### config.mk
export PLATFORM = sky130hd
export DESIGN_NAME = sram_row_writer
export DESIGN_NICKNAME = d
export VERILOG_FILES = /design/src/rtl/sobel_pkg.sv /design/src/rtl/sram_row_writer_packer.sv /design/src/rtl/sram_row_writer.sv
export SDC_FILE = /design/constraint.sdc
export NUM_CORES = 1
export LEC_CHECK = 0
export BUFFER_PORTS_ARGS = -buffer_cell sky130_fd_sc_hd__buf_4
export CORE_MARGIN = 2
export CORE_UTILIZATION = 60
export CTS_BUF_LIST = sky130_fd_sc_hd__clkbuf_8
export CTS_CLUSTER_SIZE = 25
export DETAILED_ROUTE_END_ITERATION = 10
export GPL_TIMING_DRIVEN = 0
export PLACE_DENSITY = 0.83
export REMOVE_ABC_BUFFERS = 1
export SLEW_MARGIN = 10
export SYNTH_ARGS = -nofsm -noshare
export SYNTH_HDL_FRONTEND = slang
export SYNTH_SLANG_ARGS = --single-unit
### constraint.sdc
create_clock -name clk -period 13.6 [get_ports clk]
set_input_delay 1.36 -clock clk [delete_from_list [all_inputs] [get_ports clk]]
set_output_delay 1.36 -clock clk [all_outputs]
set_load 0.1 [all_outputs]
### src/rtl/sobel_pkg.sv
// Shared definitions for the sobel pixel SRAM: word geometry and the writer FSM encoding.
// Also used by the sobel read scheduler.
package sobel_pkg;

   localparam int ADDR_W    = 20;
   localparam int DATA_W    = 64;
   localparam int PIX_W     = 8;
   localparam int ROW_WORDS = 256;

   typedef enum logic [1:0] {
      IDLE = 2'b00,
      PACK = 2'b01,
      LAST = 2'b10,
      DONE = 2'b11
   } wr_state_t;

   // Counter width that stays legal for a count of one.
   function automatic int cnt_width(input int n);
      return (n > 1) ? $clog2(n) : 1;
   endfunction

endpackage

### src/rtl/sram_row_writer_packer.sv
// Gathers DATA_W/PIX_W pixels into one SRAM word, lane 0 in the least significant bits.
// The word is presented combinationally on the same cycle its final lane is accepted.
module pixel_packer #(
   parameter int DATA_W = 64,
   parameter int PIX_W  = 8
) (
   input  logic              clk,
   input  logic              reset,
   input  logic              clear,
   input  logic              take,
   input  logic [PIX_W-1:0]  pix_in,
   output logic              word_valid,
   output logic [DATA_W-1:0] word,
   output logic              last_lane
);
   import sobel_pkg::*;

   localparam int LANES  = DATA_W / PIX_W;
   localparam int LANE_W = cnt_width(LANES);

   logic [LANE_W-1:0] lane_p0;
   logic [DATA_W-1:0] pack_p0;

   assign last_lane  = (lane_p0 == LANE_W'(LANES - 1));
   assign word_valid = take & last_lane;
   // The top lane bypasses the pack register so the lane counter can wrap without a bubble.
   assign word       = {pix_in, pack_p0[DATA_W-PIX_W-1:0]};

   // ---- stage p0: lane counter and pack register ----
   always_ff @(posedge clk or posedge reset) begin
      if (reset) begin
         lane_p0 <= '0;
         pack_p0 <= '0;
      end else if (clear) begin
         lane_p0 <= '0;
         pack_p0 <= '0;
      end else if (take) begin
         pack_p0[lane_p0*PIX_W +: PIX_W] <= pix_in;
         lane_p0 <= last_lane ? '0 : lane_p0 + 1'b1;
      end
   end

endmodule

### src/rtl/sram_row_writer.sv
// Writer side of the row-major pixel SRAM: packs a frame of pixels into words and
// writes them at linear addresses BASE_ADDR + row*ROW_WORDS + col.
module sram_row_writer #(
   parameter int ADDR_W    = sobel_pkg::ADDR_W,
   parameter int DATA_W    = sobel_pkg::DATA_W,
   parameter int PIX_W     = sobel_pkg::PIX_W,
   parameter int ROW_WORDS = sobel_pkg::ROW_WORDS,
   parameter int NUM_ROWS  = 256,
   parameter int BASE_ADDR = 0
) (
   input  logic              clk,
   input  logic              reset,
   input  logic              startEn,
   input  logic [PIX_W-1:0]  pix_in,
   input  logic              pix_valid,
   output logic              pix_ready,
   output logic              we,
   output logic [ADDR_W-1:0] write_addr,
   output logic [DATA_W-1:0] data,
   output logic              busy,
   output logic              frame_done
);
   import sobel_pkg::*;

   localparam int COL_W = cnt_width(ROW_WORDS);
   localparam int ROW_W = cnt_width(NUM_ROWS);

   if (DATA_W != 8 * PIX_W) begin : g_width_check
      $error("sram_row_writer: DATA_W must equal 8*PIX_W");
   end

   wr_state_t state, state_nxt;

   logic              take;
   logic              clear;
   logic              word_valid;
   logic              last_lane;
   logic [DATA_W-1:0] word;
   logic [COL_W-1:0]  col;
   logic [ROW_W-1:0]  row;
   logic              col_wrap;
   logic              row_last;
   logic              frame_end;
   logic [ADDR_W-1:0] addr_nxt;

   assign take      = pix_valid & pix_ready;
   assign col_wrap  = (col == COL_W'(ROW_WORDS - 1));
   assign row_last  = (row == ROW_W'(NUM_ROWS - 1));
   assign frame_end = take & last_lane & col_wrap & row_last;
   assign addr_nxt  = ADDR_W'(BASE_ADDR) + ADDR_W'(row) * ADDR_W'(ROW_WORDS) + ADDR_W'(col);

   pixel_packer #(
      .DATA_W (DATA_W),
      .PIX_W  (PIX_W)
   ) u_packer (
      .clk        (clk),
      .reset      (reset),
      .clear      (clear),
      .take       (take),
      .pix_in     (pix_in),
      .word_valid (word_valid),
      .word       (word),
      .last_lane  (last_lane)
   );

   always_ff @(posedge clk or posedge reset) begin
      if (reset) begin
         state <= IDLE;
      end else begin
         state <= state_nxt;
      end
   end

   always_comb begin
      state_nxt  = state;
      clear      = 1'b0;
      pix_ready  = 1'b0;
      busy       = 1'b0;
      frame_done = 1'b0;
      case (state)
         IDLE: begin
            if (startEn) begin
               state_nxt = PACK;
               clear     = 1'b1;
            end
         end
         PACK: begin
            pix_ready = 1'b1;
            busy      = 1'b1;
            if (frame_end) begin
               state_nxt = LAST;
            end
         end
         LAST: begin
            busy      = 1'b1;
            state_nxt = DONE;
         end
         DONE: begin
            frame_done = 1'b1;
            state_nxt  = IDLE;
         end
         default: state_nxt = IDLE;
      endcase
   end

   // Column advances per emitted word and carries into the row counter.
   always_ff @(posedge clk or posedge reset) begin
      if (reset) begin
         col <= '0;
         row <= '0;
      end else if (clear) begin
         col <= '0;
         row <= '0;
      end else if (word_valid) begin
         if (col_wrap) begin
            col <= '0;
            row <= row_last ? '0 : row + 1'b1;
         end else begin
            col <= col + 1'b1;
         end
      end
   end

   // ---- stage p1: SRAM write port registers ----
   always_ff @(posedge clk or posedge reset) begin
      if (reset) begin
         we         <= 1'b0;
         write_addr <= ADDR_W'(BASE_ADDR);
         data       <= '0;
      end else begin
         we <= word_valid;
         if (word_valid) begin
            write_addr <= addr_nxt;
            data       <= word;
         end
      end
   end

endmodule
==> results.cfg <==
[synth]
async_flop_share = 1.00
dominantRegCellSynth = dfrtp_1
syn_area_per_cell_um2 = 9.47
ys_warn_count = 0
syn_area_mm2 = 0.00671
synth_edf_count = 0
syn_inst = 709
synth_cell_types = 50
synth_seq_cells = 158
ys_seq_area_frac = 0.589

[run_status]
status = completed

[floorplanning]
die_h_um = 110
ios = 100
initial_utilization = 0.617
row_count = 38
die_x_um = 110
die_area_mm2 = 0.0121
coreArea_mm2 = 0.0109

[flow_run]
max_cap_viol_count = 0

[clock_network]
cts_resized = 0
clkLatencyLatePin_ns = 0.46
cts.clk_slew.worst_paths_ns = 0.09
cts_sinks = 158
clockBufferDepth = 2
cts_setup_buffers = 0
cts_buffers = 17
cts-root-buf = clkbuf_8
hold_buffers = 0
htree_num_levels = 4
cts_tree = built

[power_and_ir_drop]
power.leakage_nw = 4.18
power_per_cell_area_mw_per_mm2 = 149
intPower_uw = 776
ir_drop_v = 0.000204
p_clk_frac = 0.315
p_sw_frac = 0.344
p_seq_frac = 0.440
comb_power_share = 0.245
power.switching_uw = 407

[global_route]
grt_pass1_vias = 5080
track_usage = 0.269
antenna_found_initial = 0
gr-total-overflow = 0
grt_pass1_wl_um = 24800
grt_max_degree = 119

[timing]
drv_slew = 0
tightest_slew_ns = 1.05
setup_slack_ns = 10.33
maxSlewHeadroom = 0.293
rsz0062_at_grt = false
finalSetupViolations = 0
layout_min_cycle_time_ns = 3.27
clock_skew_ns = 0.0148
hold_viol = 0
timing.final.crit_share = 0.241
fmax_ghz = 0.305
fin_setup_tns_ns = 0

[min_path]
hp-class = flip-flop to flip-flop

[worst_setup_path]
worstPathMaxFanout = 12
critPathRequiredTime_ns = 12.24
end_kind = output pin
start_kind = flip-flop
critical_path_class = flip-flop to output pin
cp_data_arrival_time_ns = 1.91

[place]
portBuffers = 95
dp_slack_ns = 10.40
dpl_cell_area_mm2 = 0.00750
placed_cells = 903
gp_congestion = 0.791
hpwl_um = 9750

[finish]
final_cells = 935
final_cell_mix = 284 x nand2_1, 158 x dfrtp_1, 95 x buf_4
layout_commonest_cell = nand2_1
final_nets = 808
drive_gt1_frac = 0.184
area_growth_pct = 18.1
n_antenna_cell = 0
finish.instance_area_mm2 = 0.00793
fin_util = 0.728

[detailed_routing]
totalWireLength_um = 15000
wl_per_cell_um = 16.1
drtIter0Drc = 410
firstDrtPassIters = 5
viasPerCell = 5.67
drc = 0
via_count = 5302
drtAntennaViolNets = 0
==> sequential cells by signal (all words and copies together), names as in the netlist <==
| signal | cells |
|---|---|
| write_addr | 16 |
| state | 2 |
| u_packer.pack_p0 | 56 |
| we | 1 |
| col | 8 |
| u_packer.lane_p0 | 3 |
| data | 64 |
| row | 8 |
==> layer usage <==
| metal | wire, um | part of all wire | vias to the layer above | track usage |
|---|---|---|---|---|
| met1 | 6310 | 0.42 | 2593 | 0.351 |
| met2 | 7620 | 0.51 | 200 | 0.449 |
| li1 | - | - | 2482 | - |
| met3 | 892 | 0.059 | 27 | 0.0652 |
| met5 | 0 | 0 | - | 0 |
| met4 | 214 | 0.014 | 0 | 0.0750 |
==> through the flow <==
step,total power [mW],hold WS [ns]
4_1_cts,1.19,0.478
2_1_floorplan,0.744,0.438
3_5_place_dp,0.816,0.459
5_1_grt,1.23,0.501
6_report,1.18,0.476
3_3_place_gp,0.794,0.452
==> worst max-delay path, cell delays in order (launching register included) <==
cell and delay [ns]:
dfrtp_1 0.43, inv_1 0.12, ha_1 0.52, buf_4 0.39
==> worst paths after layout <==
kind	endpoint	startpoint	slack (ns)	cells after the start
max	pix_ready	state[1]$_DFFE_PP0P_	10.33	3
min	data[41]$_DFFE_PP0P_	u_packer.pack_p0[41]$_DFFE_PP0P_	0.48	2
max reg2reg	row[3]$_DFFE_PP0P_	u_packer.lane_p0[0]$_DFFE_PP0P_	10.60	6
min reg2reg	data[41]$_DFFE_PP0P_	u_packer.pack_p0[41]$_DFFE_PP0P_	0.48	2
max in group asynchronous	u_packer.pack_p0[18]$_DFFE_PP0P_	reset	11.88	3
min in group asynchronous	data[34]$_DFFE_PP0P_	reset	0.87	2
==> kinds of logic (layout without fill, tap and decap cells) <==
kind of cell               Yosys count  after routing  synth area share
muxes                                4              4           0.00596
AOI/OAI and AO/OA                   83             83            0.0813
DFF                                158            158             0.589
other                                1              4          0.000559
and+or+nand+nor                    384            384             0.249
xor gates and xnor gates             7              7           0.00913
buffers and inverters               58            141            0.0395
adders and majority gates           14             14            0.0261
==> power by group through the flow <==
stage                     logic (mW)  registers (mW)  clock network, mW
final                          0.290           0.520              0.373
after global routing           0.314           0.524              0.395
after CTS                      0.289           0.520              0.378
after detailed placement       0.288           0.529                  0
after global placement         0.268           0.526                  0
after floorplan                0.196           0.547                  0
==> Yosys cell counts, drive strengths merged, types with 9 or more instances <==
cell | number | area [um^2]
nand2 | 286 | 1080
dfrtp | 158 | 3950
nand3 | 43 | 215
o21ai | 40 | 200
clkbuf | 26 | 104
buf | 21 | 120
a22o | 20 | 175
ha | 14 | 175
a21oi | 11 | 55.1
inv | 11 | 41.3
nor2 | 11 | 41.3
nor3 | 9 | 45.0
==> final cells by class <==
type                       instances  area [um^2]
tap                              140          175
inverter                          11         51.3
clock inverter                    12          158
clock buffer                      20          275
fill                             795         2960
sequential                       158         3950
timing repair buffer              98          796
multi-input combinational        496         2520
No activity file was read; power rests on OpenSTA's default activity.
